[src/rtl/spi_master_param.sv]
// SPI master: parametrised word width, SCLK divider, CPOL/CPHA, bit order, multiple active-low selects.
// done pulses 1+H*(2*DATA_W+1) cycles after an accepted start; start is ignored while busy, abort returns to idle next cycle.
module spi_master_param #(
    parameter int unsigned DATA_W = 8,
    parameter int unsigned NUM_CS = 2,
    parameter int unsigned DIV_W  = 8,
    parameter int unsigned SEL_W  = (NUM_CS > 1) ? $clog2(NUM_CS) : 1
) (
    input  logic              clk,
    input  logic              reset_n,
    input  logic              start,
    input  logic              abort,
    input  logic [DATA_W-1:0] tx_data,
    input  logic [SEL_W-1:0]  cs_sel,
    input  logic              cpol,
    input  logic              cpha,
    input  logic              lsb_first,
    input  logic [DIV_W-1:0]  clk_div,
    input  logic              miso,
    output logic              busy,
    output logic              done,
    output logic              err,
    output logic [DATA_W-1:0] rx_data,
    output logic              sclk,
    output logic              mosi,
    output logic [NUM_CS-1:0] sen_n
);
    localparam int unsigned      TOG_W    = $clog2(2 * DATA_W + 1);
    localparam logic [TOG_W-1:0] LAST_TOG = TOG_W'(2 * DATA_W - 1);

    typedef enum logic [2:0] {S_IDLE, S_SETUP, S_XFER, S_HOLD, S_DONE} state_t;

    state_t            r_state, w_next;
    logic [DIV_W:0]    r_cnt;
    logic [DIV_W-1:0]  r_div;
    logic [TOG_W-1:0]  r_tog;
    logic              r_cpol, r_cpha, r_lsb;
    logic [DATA_W-1:0] r_tx, r_rx;

    logic w_accept, w_bad, w_active, w_tick, w_edge, w_lead, w_last, w_sample, w_drive;

    function automatic logic first_bit(input logic [DATA_W-1:0] w, input logic lsb);
        return lsb ? w[0] : w[DATA_W-1];
    endfunction

    function automatic logic [DATA_W-1:0] shift_out(input logic [DATA_W-1:0] w, input logic lsb);
        return lsb ? (w >> 1) : (w << 1);
    endfunction

    assign w_accept = start && (r_state == S_IDLE || r_state == S_DONE);
    assign w_bad    = 32'(cs_sel) >= NUM_CS;
    assign w_active = (r_state == S_SETUP) || (r_state == S_XFER) || (r_state == S_HOLD);
    assign w_tick   = (r_cnt == {1'b0, r_div});
    assign w_edge   = w_tick && (r_state == S_SETUP || r_state == S_XFER);
    // r_tog counts toggles already made: an even count means the coming edge is a leading one
    assign w_lead   = ~r_tog[0];
    assign w_last   = w_edge && (r_tog == LAST_TOG);
    assign w_sample = w_edge && (w_lead ^ r_cpha);
    assign w_drive  = w_edge && (r_cpha ? w_lead : (!w_lead && !w_last));

    always_ff @(posedge clk or negedge reset_n) begin
        if (!reset_n) begin
            r_state <= S_IDLE;
        end else begin
            r_state <= w_next;
        end
    end

    always_comb begin
        w_next = r_state;
        case (r_state)
            S_IDLE, S_DONE: w_next = (w_accept && !w_bad) ? S_SETUP : S_IDLE;
            S_SETUP: if (abort) w_next = S_IDLE; else if (w_tick) w_next = S_XFER;
            S_XFER:  if (abort) w_next = S_IDLE; else if (w_last) w_next = S_HOLD;
            S_HOLD:  if (abort) w_next = S_IDLE; else if (w_tick) w_next = S_DONE;
            default: w_next = S_IDLE;
        endcase
    end

    always_ff @(posedge clk or negedge reset_n) begin
        if (!reset_n) begin
            busy    <= 1'b0;
            done    <= 1'b0;
            err     <= 1'b0;
            rx_data <= '0;
            sclk    <= 1'b0;
            mosi    <= 1'b0;
            sen_n   <= '1;
            r_cnt   <= '0;
            r_div   <= '0;
            r_tog   <= '0;
            r_cpol  <= 1'b0;
            r_cpha  <= 1'b0;
            r_lsb   <= 1'b0;
            r_tx    <= '0;
            r_rx    <= '0;
        end else begin
            done <= 1'b0;
            err  <= 1'b0;
            if (w_accept) begin
                sclk <= cpol;
                if (w_bad) begin
                    err   <= 1'b1;
                    busy  <= 1'b0;
                    sen_n <= '1;
                    mosi  <= 1'b0;
                end else begin
                    busy   <= 1'b1;
                    sen_n  <= ~(NUM_CS'(1) << cs_sel);
                    r_cpol <= cpol;
                    r_cpha <= cpha;
                    r_lsb  <= lsb_first;
                    r_div  <= clk_div;
                    r_cnt  <= '0;
                    r_tog  <= '0;
                    // cpha=0 presents the first bit before the first edge; cpha=1 drives it on that edge
                    mosi   <= cpha ? 1'b0 : first_bit(tx_data, lsb_first);
                    r_tx   <= cpha ? tx_data : shift_out(tx_data, lsb_first);
                end
            end else if (w_active && abort) begin
                busy  <= 1'b0;
                sen_n <= '1;
                mosi  <= 1'b0;
                sclk  <= r_cpol;
            end else if (!w_active) begin
                sclk <= cpol;
            end else begin
                r_cnt <= w_tick ? '0 : r_cnt + (DIV_W+1)'(1);
                if (w_edge) begin
                    sclk  <= ~sclk;
                    r_tog <= r_tog + TOG_W'(1);
                end
                if (w_sample) begin
                    r_rx <= r_lsb ? {miso, r_rx[DATA_W-1:1]} : {r_rx[DATA_W-2:0], miso};
                end
                if (w_drive) begin
                    mosi <= first_bit(r_tx, r_lsb);
                    r_tx <= shift_out(r_tx, r_lsb);
                end
                if (r_state == S_HOLD && w_tick) begin
                    done    <= 1'b1;
                    busy    <= 1'b0;
                    sen_n   <= '1;
                    mosi    <= 1'b0;
                    rx_data <= r_rx;
                end
            end
        end
    end
endmodule

[config.mk]
export PLATFORM = sky130hd
export DESIGN_NAME = spi_master_param
export DESIGN_NICKNAME = d
export VERILOG_FILES = /design/src/rtl/spi_master_param.sv
export SDC_FILE = /design/constraint.sdc
export NUM_CORES = 1
export LEC_CHECK = 0
export CAP_MARGIN = 20
export CORE_MARGIN = 2
export CORE_UTILIZATION = 40
export CTS_CLUSTER_DIAMETER = 30
export DETAILED_ROUTE_END_ITERATION = 8
export PLACE_DENSITY = 0.71
export SLEW_MARGIN = 30
export SYNTH_ARGS = -nofsm -noshare
export SYNTH_HDL_FRONTEND = slang
export SYNTH_SLANG_ARGS = --single-unit
[constraint.sdc]
create_clock -name clk -period 6.28 [get_ports clk]
set_input_delay 1.256 -clock clk [delete_from_list [all_inputs] [get_ports clk]]
set_output_delay 1.256 -clock clk [all_outputs]
set_load 0.02 [all_outputs]
# ---- Word-level counts from Yosys, hierarchy flattened
# Index checks and enable logic that the tools add are counted.
dict set report word_totals {
  ff_bits 58
  inputBits 25
  out_inout_bits 15
  elab_cells 112
}
dict set report op_classes {
  n_addsub 2
  n_eq_ne 11
  shifts 1
  n_mux 49
  bitwise_logic 6
  reduce_logical 28
}
# cell count
set op_table {}
lappend op_table {{$mux 8} 8}
lappend op_table {{$mux 9} 4}
lappend op_table {{$mux 1} 22}
lappend op_table {{$mux 5} 4}
lappend op_table {{$mux 3} 6}
lappend op_table {{$pmux 3 s4} 1}
lappend op_table {{$add 9x1->9 const B} 1}
lappend op_table {{$eq 9x8->1} 1}
lappend op_table {{$ne 3x3->1 const B} 3}
lappend op_table {{$reduce_and 3->1} 3}
lappend op_table {{$logic_and 1x1->1} 8}
lappend op_table {{$mux 2} 4}
lappend op_table {{$reduce_and 4->1} 2}
lappend op_table {{$eq 3x2->1 const B} 2}
lappend op_table {{$reduce_and 2->1} 3}
lappend op_table {{$reduce_bool 2->1} 3}
lappend op_table {{$reduce_bool 3->1} 2}
lappend op_table {{$add 5x1->5 const B} 1}
lappend op_table {{$eq 5x4->1 const B} 1}
lappend op_table {{$ne 4x2->1 const B} 1}
lappend op_table {{$not 1->1} 4}
lappend op_table {{$reduce_bool 4->1} 1}
lappend op_table {{$eq 3x1->1 const B} 1}
lappend op_table {{$eq 3x3->1 const B} 1}
lappend op_table {{8 further kinds} 10}

# ---- Depth between registers and ports, before layout
dict set report logic_depth {
  depth_word 13
  ltp_mapped 9
  mapped_depth_nobuf 8
}

# ---- Least setup slack after synthesis
# Ideal clock, no wire load.
dict set report synth_path {
  path_kind {input -> register}
  startpoint {input start}
  endpoint {register r_rx[0]}
  setup_ps 125
  t_arrival_ps 2517
  required_time_ps 6155
  path_slack_ps 3638
  path_stages 6
  path_buffers 2
  path_cell_list {and2_1 buf_2 a21oi_2 or4b_1 buf_6 mux2_4}
}
dict set report synth_via {
  elab_chain_len 3
}
# item line_no
set synth_rtl {}
lappend synth_rtl {{start, declared} 11} ;# input logic start,
lappend synth_rtl {{$logic_and 1x1->1} 50} ;# assign w_accept = start && (r_state == S_IDLE || r_state == S_DONE);
lappend synth_rtl {{$not 1->1 (no source line)} --}
lappend synth_rtl {{$reduce_and 4->1 (no source line)} --}
lappend synth_rtl {{end signal, assigned} 134} ;# r_rx <= r_lsb ? {miso, r_rx[DATA_W-1:1]} : {r_rx[DATA_W-2:0], miso};
lappend synth_rtl {{end, declared} 38} ;# logic [DATA_W-1:0] r_tx, r_rx;
# Every way passes these cells.
# A chain may end at the register's enable or synchronous reset.

# ---- Worst setup path after layout
dict set report layout_path {
  startpoint {input start}
  endpoint {register r_rx[7]}
}
# The elaborated chain is that of the path after synthesis.

==> results.sh <==
export IMPL_status="complete, no violations"
export IMPL_drcViolationCount=0
export IMPL_synth_top_cell_by_area="dfrtp_1"
export IMPL_vias=2503
export IMPL_path_clk_slew_ns=0.06
export IMPL_max_vdd_ir_drop_uv=178
export IMPL_multi_input_area_um2=1660
export IMPL_routed_wl_mm=7.01
export IMPL_syn_area_per_cell_um2=10.1
export IMPL_crit_path_top_delay_cell="or4b_1"
export IMPL_clock_sinks=58
export IMPL_ctsResizeCount=0
export IMPL_p_per_area_nw_per_um2=370
export IMPL_grt_ovfl_total=0
export IMPL_grt_pass1_wl_mm=11.8
export IMPL_seq_area_frac_synth_pct=45.1
export IMPL_start_util_pct=41.5
export IMPL_clock_skew_ns=0.00974
export IMPL_synth_cells=319
export IMPL_timing_hold_violations_final=0
export IMPL_endpoint_kind="flip-flop"
export IMPL_grt_use_total_pct=17.2
export IMPL_drt_vias_per_instance=5.44
export IMPL_crit_arrival_ns=3.37
export IMPL_num_rows=32
export IMPL_ios=40
export IMPL_antennaDiodeCount=0
export IMPL_crit_required_ns=6.49
export IMPL_antenna_found_initial=0
export IMPL_p_sw_uw=522
export IMPL_die_h_um=93.8
export IMPL_fillers=727
export IMPL_cts_made_buffers=9
export IMPL_clk_latency_ns=0.33
export IMPL_netlist_area_leader_share_pct=43.5
export IMPL_seq_power_share_pct=40.7
export IMPL_synth_fp_nets=347
export IMPL_ctsRootBufferMaster="clkbuf_8"
export IMPL_htreeDepth=3
export IMPL_critical_path_max_stage_delay_ns=0.70
export IMPL_critPathLaunchType="input port"
export IMPL_synth_edf_count=0
export IMPL_tritoncts="done"
export IMPL_post_cts_setup_buffer_count=0
export IMPL_synth_area_leaders="dfrtp_1, mux2_2, nand2_1"
export IMPL_portBuffers=38
export IMPL_drt_iter0_drc=199
export IMPL_clkPwrFrac_pct=23.9
export IMPL_hp_class="flip-flop to flip-flop"
export IMPL_nets=381
export IMPL_setup_viol=0
export IMPL_maxSlewViolCount=0
export IMPL_maxCapViolCount=0
export IMPL_ys_ff_latch=58
export IMPL_finalSetupTns_ns=0
export IMPL_final_cell_mix="dfrtp_1, nand2_1, clkdlybuf4s50_1"
export IMPL_p_int_uw=911
export IMPL_grt_pass1_vias=2456
export IMPL_power_frac_comb_pct=35.4
export IMPL_layout_commonest_cell="dfrtp_1"
export IMPL_first_pass_iters=4
export IMPL_drive_above_1_share_pct=18.4
export IMPL_post_route_period_util_pct=50.3
export IMPL_holdPathStages=2
export IMPL_dieArea_um2=8790
export IMPL_hpwl_mm=4.93
export IMPL_wl_per_cell_um=15.2
export IMPL_max_freq_mhz=316
export IMPL_placed_area_um2=3670
export IMPL_cp_cell_sequence="clkdlybuf4s50_1 -> and2_1 -> a21oi_2 -> or4b_1 -> mux2_4"
export IMPL_cp_max_fo=17
export IMPL_grt_max_degree=59
export IMPL_synth_flop_cell="dfrtp_1"
export IMPL_place_congestion=0.837
export IMPL_holdWs_ns=0.496
export IMPL_r2r_cells=5
export IMPL_clockBufferDepth=2
export IMPL_max_slew_margin_pct=51.1
export IMPL_ant_nets=0
export IMPL_tightestPinTransition_ns=0.733
export IMPL_syn2layout_area_growth_pct=19.9
export IMPL_synth_cell_types=55
export IMPL_swShare_pct=36.4
export IMPL_path_class="input port to flip-flop"
export IMPL_ff_latch_area_um2=1450
export IMPL_fin_area_um2=3870
export IMPL_core_um2=7770
export IMPL_p_leak_uw=0.00170
export IMPL_dieWidth_um=93.8
export IMPL_yosysWarnings=0
export IMPL_rsz0062_at_grt="no"
export IMPL_period_minus_slack_ns=3.16
export IMPL_postCtsHoldBufs=0
export IMPL_async_flop_share_pct=100
export IMPL_synth_area_um2=3220
[worst paths after layout]
kind / from / endpoint / slack (ns)
worst max-delay path: start / r_rx[7] / 3.12
worst min-delay path: r_cpol / r_cpol / 0.50
worst max register to register: r_cnt[0] / r_rx[7] / 3.79
worst min register to register: r_cpol / r_cpol / 0.50
max in group asynchronous: reset_n / r_div[0] / 4.72
min in group asynchronous: reset_n / r_cnt[3] / 1.08
[Yosys cell counts, drive strengths merged, types with 8 or more instances]
cell type and number:
nand3 8, mux2 31, mux2i 13, clkbuf 11, nor4 8, xnor2 9, nand2 56, nor2 16
o21ai 10, a21oi 20, dfrtp 56
[registers in the layout, indices dropped and copies added, names as in the netlist]
| signal | flops |
|---|---|
| busy | 1 |
| done | 1 |
| mosi | 1 |
| r_cnt | 9 |
| r_cpha | 1 |
| r_cpol | 1 |
| r_div | 8 |
| r_lsb | 1 |
| r_rx | 8 |
| r_state | 3 |
| r_tog | 5 |
| r_tx | 8 |
| rx_data | 8 |
| sclk | 1 |
| sen_n | 2 |
[critical path: cells and delay by family]
kind            cells  cell delay, ns
compound gates      1            0.24
buf+inv             1            0.42
mux                 1            0.38
simple gates        2            1.07
[stage by stage]
stage	utilization, %	instances	total power [µW]	setup slack [ns]
3_3_place_gp	47.1	444	1080	2.84
2_1_floorplan	-	319	941	3.64
5_1_grt	49.8	460	1520	3.06
6_report	49.8	460	1430	3.12
4_1_cts	49.8	460	1440	3.13
3_5_place_dp	47.2	444	1100	2.77
[area by class of cell]
| cell class | count | area share [%] |
|---|---|---|
| tap | 102 | 3.30 |
| timing repair buffer | 41 | 10.3 |
| clock buffer | 13 | 4.11 |
| multi-input combinational | 236 | 43.0 |
| inverter | 7 | 0.679 |
| sequential | 58 | 37.6 |
| clock inverter | 3 | 1.04 |
[cells by family (layout without fill, tap and decap cells)]
| family | count (synthesis) | in the layout | synth area share (%) |
|---|---|---|---|
| simple gates | 119 | 119 | 18.6 |
| other cells | 1 | 1 | 0.116 |
| flops | 58 | 58 | 45.1 |
| compound gates | 57 | 57 | 11.3 |
| xor+xnor | 12 | 12 | 4.42 |
| mux | 44 | 44 | 15.8 |
| fa+ha+maj | 3 | 3 | 1.16 |
| buf+inv | 25 | 64 | 3.57 |
[power groups by stage]
stage               registers [µW]  clock network [µW]  logic, µW
floorplan                      562                   0        379
global placement               582                   0        494
detailed placement             587                   0        510
CTS                            582                 350        511
global route                   598                 366        562
finish                         583                 342        508
[layer usage]
metal | track usage (%) | share of wire, %
met4 | 7.25 | 1.4
met3 | 3.21 | 4.2
met1 | 24.1 | 47
met2 | 26.2 | 48
met5 | 0 | 0
No activity file was read; power rests on OpenSTA's default activity.
